**src/rtl/nl_tile_inject.sv**
```systemverilog
// Packet-to-flit injector for a router TILE port: turns a request plus payload words
// into head/body/tail flits. Sending is credit-gated against the downstream VC buffer.
module nl_tile_inject #(
  parameter int BUF_LEN = 4,
  parameter int DW      = 32,
  parameter int XW      = 4,
  parameter int YW      = 4,
  parameter int LW      = 4,
  localparam int CW     = $clog2(BUF_LEN + 1)
) (
  input  logic          clk,
  input  logic          rst,
  input  logic          req_valid,
  output logic          req_ready,
  input  logic [XW-1:0] req_dest_x,
  input  logic [YW-1:0] req_dest_y,
  input  logic [LW-1:0] req_len,
  input  logic          pld_valid,
  output logic          pld_ready,
  input  logic [DW-1:0] pld_data,
  output logic          flit_valid,
  output logic          flit_head,
  output logic          flit_tail,
  output logic [DW-1:0] flit_data,
  input  logic          credit_valid,
  output logic [CW-1:0] credits,
  output logic          credit_err,
  output logic [15:0]   pkt_count,
  output logic          o_dbg_state
);

  // Handshakes: a transfer happens on a rising edge where valid and ready are both 1.
  // Ready never depends on valid, and a flit leaves exactly one cycle after its handshake.
  typedef enum logic {IDLE = 1'b0, BODY = 1'b1} state_t;

  state_t        r_state, w_state_nxt;
  logic [LW-1:0] r_remaining, w_remaining_nxt;
  logic [CW-1:0] r_credits;
  logic          r_credit_err;
  logic [15:0]   r_pkt_count;
  logic          r_flit_valid, r_flit_head, r_flit_tail;
  logic [DW-1:0] r_flit_data;

  logic          w_has_credit, w_req_hs, w_pld_hs, w_send, w_tail;
  logic [DW-1:0] w_head_data, w_flit_data_nxt;

  assign w_has_credit = (r_credits != '0);
  assign req_ready    = (r_state == IDLE) && w_has_credit;
  assign pld_ready    = (r_state == BODY) && w_has_credit;
  assign w_req_hs     = req_valid & req_ready;
  assign w_pld_hs     = pld_valid & pld_ready;
  assign w_send       = w_req_hs | w_pld_hs;

  always_comb begin
    w_head_data = '0;
    w_head_data[XW-1:0]              = req_dest_x;
    w_head_data[XW+YW-1:XW]          = req_dest_y;
    w_head_data[XW+YW+LW-1:XW+YW]    = req_len;
  end

  always_comb begin
    w_state_nxt     = r_state;
    w_remaining_nxt = r_remaining;
    w_tail          = 1'b0;
    w_flit_data_nxt = w_head_data;
    case (r_state)
      IDLE: begin
        if (w_req_hs) begin
          // A zero-length packet is a single head+tail flit.
          if (req_len == '0) begin
            w_tail = 1'b1;
          end else begin
            w_state_nxt     = BODY;
            w_remaining_nxt = req_len;
          end
        end
      end
      BODY: begin
        w_flit_data_nxt = pld_data;
        if (w_pld_hs) begin
          w_remaining_nxt = r_remaining - LW'(1);
          if (r_remaining == LW'(1)) begin
            w_tail      = 1'b1;
            w_state_nxt = IDLE;
          end
        end
      end
    endcase
  end

  always_ff @(posedge clk) begin
    if (rst) begin
      r_state      <= IDLE;
      r_remaining  <= '0;
      r_credits    <= CW'(BUF_LEN);
      r_credit_err <= 1'b0;
      r_pkt_count  <= '0;
      r_flit_valid <= 1'b0;
      r_flit_head  <= 1'b0;
      r_flit_tail  <= 1'b0;
      r_flit_data  <= '0;
    end else begin
      r_state      <= w_state_nxt;
      r_remaining  <= w_remaining_nxt;
      r_flit_valid <= w_send;
      r_flit_head  <= w_req_hs;
      r_flit_tail  <= w_tail;
      if (w_send) r_flit_data <= w_flit_data_nxt;
      // A returned credit in the same cycle as a send cancels out.
      if (w_send && !credit_valid) begin
        r_credits <= r_credits - CW'(1);
      end else if (credit_valid && !w_send) begin
        if (r_credits == CW'(BUF_LEN)) r_credit_err <= 1'b1;
        else                           r_credits    <= r_credits + CW'(1);
      end
      if (w_tail) r_pkt_count <= r_pkt_count + 16'd1;
    end
  end

  assign flit_valid  = r_flit_valid;
  assign flit_head   = r_flit_head;
  assign flit_tail   = r_flit_tail;
  assign flit_data   = r_flit_data;
  assign credits     = r_credits;
  assign credit_err  = r_credit_err;
  assign pkt_count   = r_pkt_count;
  assign o_dbg_state = r_state;

endmodule

```
**config.mk**
```make
export PLATFORM = sky130hd
export DESIGN_NAME = nl_tile_inject
export DESIGN_NICKNAME = d
export VERILOG_FILES = /design/src/rtl/nl_tile_inject.sv
export SDC_FILE = /design/constraint.sdc
export NUM_CORES = 1
export LEC_CHECK = 0
export BUFFER_PORTS_ARGS = -buffer_cell sky130_fd_sc_hd__buf_2
export CORE_MARGIN = 5
export CORE_UTILIZATION = 49
export DETAILED_ROUTE_END_ITERATION = 8
export PLACE_DENSITY = 0.79
export SKIP_LAST_GASP = 1
export SYNTH_ARGS = -nofsm -noshare
export SYNTH_HDL_FRONTEND = slang
export SYNTH_SLANG_ARGS = --single-unit
```
**constraint.sdc**
```tcl
create_clock -name clk -period 2.75 [get_ports clk]
set_input_delay 0.1375 -clock clk [delete_from_list [all_inputs] [get_ports clk]]
set_output_delay 0.1375 -clock clk [all_outputs]
set_load 0.02 [all_outputs]
```
After elaboration in Yosys (flattened, before gate mapping)
Index checks and enable logic that the tools add are counted.
- $add $sub $neg: 4
- equality and inequality tests: 6
- multiplexer cells: 18
- bitwise gates (word level): 5
- reductions and logical operators: 12
- operator list (cell ; number):
    $mux 32 ; 1
    $add 16x1->16 const B ; 1
    $mux 4 ; 3
    $mux 3 ; 3
    $mux 1 ; 8
    $pmux 4 s2 ; 1
    $ne 2x2->1 const B ; 3
    $reduce_and 3->1 ; 2
    $eq 4x1->1 const B ; 1
    $logic_and 1x1->1 ; 4
    $logic_not 4->1 ; 1
    $pmux 1 s2 ; 2
    $sub 4x1->4 const B ; 1
    $add 3x1->3 const B ; 1
    $eq 3x3->1 const B ; 1
    $reduce_bool 3->1 ; 1
    $sub 3x1->3 const B ; 1
    $and 1x1->1 ; 2
    $logic_not 1->1 ; 2
    $ne 2x1->1 const B ; 1
    $not 1->1 ; 2
    $reduce_and 2->1 ; 1
    $reduce_bool 2->1 ; 1
    $or 1x1->1 ; 1
- flip-flop bits (word level): 60
- input bits: 49
- output and inout bits: 58
- logic and storage cells: 54

Depth between registers and ports, before layout
- depth in word-level cells: 8
- gate-level depth with buffers: 10
- mapped depth without buffers: 8

Least setup slack after synthesis
No wires, ideal clock.
- path type: reg2reg
- start point: reg r_credits[0], in the netlist credits[0]
- end point: reg r_credits[2], in the netlist credits[2]
- setup time: 127 ps
- arrival: 2378 ps
- required time: 2623 ps
- path slack: 245 ps
- cell stages (with the launch flop): 11
- buffers on the path: 2
- period minus slack after synthesis: 2505 ps
- path through: dfxtp_1 > or3_1 > buf_4 > a21o_4 > buf_6 > ha_1 > inv_1 > fa_1 > xor2_1 > o31a_1 > or3_1
- cells in the longest elaborated chain, start to end: 8
- elaborated cells between the ends (all ways): 18
- classes of those cells: add/sub: 2; eq/ne: 2; mux: 3; bitwise: 3; reduce/logical: 8
- RTL lines (what ; RTL line ; RTL):
    start, declared ; 38 ; logic [CW-1:0] r_credits;
    start signal, assigned ; 95 ; r_credits <= CW'(BUF_LEN);
    start signal, assigned ; 111 ; r_credits <= r_credits - CW'(1);
    start signal, assigned ; 114 ; else r_credits <= r_credits + CW'(1);
    $reduce_bool 3->1 (*) ; 47 ; assign w_has_credit = (r_credits != '0);
    $logic_and 1x1->1 (on tied branches) ; 48, 49 ;
    $and 1x1->1 (on tied branches) ; 50, 51 ;
    $or 1x1->1 (*) ; 52 ; assign w_send = w_req_hs | w_pld_hs;
    named net w_send ; 44 ; logic w_has_credit, w_req_hs, w_pld_hs, w_send, w_tail;
    $logic_not 1->1 ; 112 ; end else if (credit_valid && !w_send) begin
    $logic_and 1x1->1 ; 112 ;
    $reduce_bool 2->1 (no source line) ; n/a ;
    $reduce_and 2->1 (no source line) ; n/a ;
Mark *: on every way through the listed nets, which the timed path passes. The rest lies on a longest branch. The select of a mux whose other input is x is not followed.
A chain may end at the register's enable or synchronous reset.

Worst setup path after layout
- start point: reg r_credits[2], in the netlist credits[2]
- end point: reg r_credits[2], in the netlist credits[2]
- cells in the longest elaborated chain, start to end: 8
- elaborated cells between the ends (all ways): 18
- classes of those cells: add/sub: 2; eq/ne: 2; mux: 3; bitwise: 3; reduce/logical: 8
- RTL lines (what ; RTL line):
    $reduce_bool 3->1 ; 47
    $logic_and 1x1->1 (on tied branches) ; 48, 49
    $and 1x1->1 (on tied branches) ; 50, 51
    $or 1x1->1 ; 52
    $logic_not 1->1 ; 112
    $logic_and 1x1->1 ; 112
    $reduce_bool 2->1 (no source line) ; n/a
    $reduce_and 2->1 (no source line) ; n/a
Several ways; a longest one is shown, not always the timed one. The select of a mux whose other input is x is not followed.

==> reports/metrics.csv <==
stage,metric,value,unit
outcome,outcome,"complete, no violations",
global_routing,grt_pass1_wl,12000,µm
placement,hpwl,5200,µm
logic_synthesis,synth-main-ff-cell,dfxtp_1,
global_routing,grt_start_max_net_pins,50,
setup_path,required,2.96,ns
timing,fmax,0.439,GHz
cells_and_area,final_util,0.624,
timing,tightest_slew,0.868,ns
floorplanning,ios,107,
hold_path,min_path_type,input pin to register,
global_routing,grt-ovfl-total,0,
power_and_ir_drop,leakage,1.59,nW
clock_tree,cts_resized,0,
cells_and_area,n_antenna_cell,0,
floorplanning,die_y,87.3,µm
clock_tree,clkLatencyLatePin,0.32,ns
floorplanning,rows,28,
setup_path,worstSetupStartpointType,register,
routing,drt-total-wl,7180,µm
logic_synthesis,syn-num-nets,360,
logic_synthesis,async_flop_share,0,
clock_tree,numCtsBuffers,9,
routing,vias_per_cell,5.31,
logic_synthesis,yosysWarnings,0,
clock_tree,clk_path_buf_depth,2,
power_and_ir_drop,ir_worst_vdd,0.335,mV
logic_synthesis,yosysUniqueCellTypes,52,
clock_tree,post_cts_buffers,0,
floorplanning,core,5850,µm²
timing,min_period,2.28,ns
cells_and_area,area_delta_synth_final,24.9,%
floorplanning,die_w,87.3,µm
logic_synthesis,syn_inst,305,
floorplanning,die_area,7610,µm²
clock_tree,cts.sinks,60,
clock_tree,cts_tree,yes,
placement,port_buffers,106,
logic_synthesis,synth-seq-area-share,0.411,
clock_tree,clkSlewWorstSetupHoldPaths,0.07,ns
placement,place_area,3470,µm²
timing,fin_worst_skew,0.00721,ns
setup_path,endpoint_kind,register,
timing,final-setup-viol-count,0,
logic_synthesis,synth_area,2920,µm²
cells_and_area,design_area,3650,µm²
logic_synthesis,synth_edf_count,0,
setup_path,worstSetupStartpoint,credits[2],
routing,drt_drc_violations_left,0,
clock_tree,htreeDepth,3,
setup_path,timing.critical_path.fanout_max,8,
logic_synthesis,ys_ff_latch,60,
hold_path,holdCritStartpoint,pld_data[13],
logic_synthesis,avgSynthCellArea,9.59,µm²
floorplanning,start_util,0.500,
routing,wl_per_cell,14.8,µm
timing,finalHoldViolCount,0,
timing,rsz0062_at_grt,false,
clock_tree,cts-root-buf,clkbuf_8,
cells_and_area,nNetsFinal,462,
placement,gp_congestion,0.763,
clock_tree,ctsHoldBuffers,0,
setup_path,crit_type,register to register,
routing,vias,2582,
global_routing,grt_use_total,0.197,
power_and_ir_drop,p_per_area,593,nW/µm²
timing,drv_slew,0,
routing,drt_iter0_drc,97,
setup_path,timing.rr.start,credits[2],
job,maxCapViolCount,0,
cells_and_area,drive_gt1_frac,0.377,
timing,tns,0,ns
global_routing,grt_pass1_vias,2669,
routing,ant_nets,0,
routing,firstDrtPassIters,4,
global_routing,antenna_found_initial,0,
setup_path,worstPathArrival,2.49,ns
timing,slew_headroom,0.421,
cells_and_area,n_fill_cell,490,
timing,min_period_over_period,0.828,
==> worst max-delay path, stage by stage, from the launching register on <==
cell and delay (ns):
dfxtp_1 0.49, or3_1 0.19, a21o_4 0.12, ha_1 0.19, inv_1 0.08, fa_1 0.38, xor2_1 0.17, o31a_1 0.24
or3_1 0.30
==> registers in the layout, summed over array words and instances (netlist names) <==
name         flops
credit_err       1
credits          3
flit_data       32
flit_head        1
flit_tail        1
flit_valid       1
o_dbg_state      1
pkt_count       16
r_remaining      4
==> synth_stat cells, drive strengths merged (2+ instances only) <==
| master | instances | area share |
|---|---|---|
| dfxtp | 60 | 0.41 |
| nor2 | 56 | 0.072 |
| a22oi | 20 | 0.065 |
| a211oi | 16 | 0.043 |
| a21oi | 13 | 0.022 |
| mux2 | 13 | 0.050 |
| nor2b | 13 | 0.028 |
| inv | 11 | 0.014 |
| mux2i | 11 | 0.038 |
| buf | 10 | 0.028 |
| clkbuf | 10 | 0.013 |
| nor3 | 10 | 0.019 |
| nand3 | 9 | 0.020 |
| nand2 | 8 | 0.011 |
| ha | 5 | 0.021 |
| o21ai | 4 | 0.0068 |
| a2111oi | 3 | 0.028 |
| a21o | 3 | 0.010 |
| and4 | 3 | 0.0090 |
| or3 | 3 | 0.0064 |
| and2 | 2 | 0.0043 |
| nand2b | 2 | 0.0043 |
==> metrics by stage <==
step | total power, mW | setup slack (ns) | cells | hold WS (ns)
after CTS | 2.20 | 0.471 | 486 | 0.0469
after global routing | 2.28 | 0.374 | 486 | 0.0454
final | 2.16 | 0.474 | 486 | 0.0642
after detailed placement | 1.43 | 0.500 | 471 | 0.394
after global placement | 1.41 | 0.592 | 471 | 0.382
after floorplan | 1.30 | 0.245 | 305 | 0.288
==> layout by cell type (no fill, tap or decap), types with 9 or more instances in the layout <==
cell	count
a211oi_1	15
clkbuf_8	10
a21oi_1	13
nor2b_1	13
inv_1	11
nor2_1	56
nor3_1	9
buf_2	106
mux2i_1	11
dfxtp_1	60
a22oi_1	12
==> layer usage <==
metal  global-route usage  wire (µm)
met5                    0          0
met4               0.0990        184
met3               0.0501        434
met2                0.332       3590
met1                0.232       2980
==> path summary, 6_finish.rpt <==
check | endpoint | slack, ns | cells past startpoint
worst max-delay path | credits[2] | 0.47 | 8
worst min-delay path | flit_data[13] | 0.06 | 3
worst max register to register | credits[2] | 0.47 | 8
worst min register to register | flit_data[17] | 0.49 | 2
==> cell families (layout without fill, tap and decap cells) <==
logic type                 count (synthesis)  after routing  synth area share
and+or+nand+nor                          114            114             0.202
muxes                                     24             24            0.0877
DFF                                       60             60             0.411
buffers and inverters                     32            138            0.0565
AOI/OAI and AO/OA                         68             68             0.211
xor gates and xnor gates                   1              1           0.00300
adders and majority gates                  6              6            0.0282
==> layout make-up <==
class	count	area (µm²)	area share
Tap cell	75	93.8	0.0257
Clock inverter	2	35.0	0.00960
Sequential cell	60	1200	0.329
Timing Repair Buffer	111	568	0.156
Clock buffer	13	149	0.0408
Multi-Input combinational cell	213	1560	0.427
Inverter	12	46.3	0.0127
==> power by group <==
part           total [mW]  switching, mW  internal, mW
registers           0.965         0.0393         0.926
logic               0.445          0.273         0.172
clock network       0.753          0.315         0.438
Power figures use the tool's default switching activity.
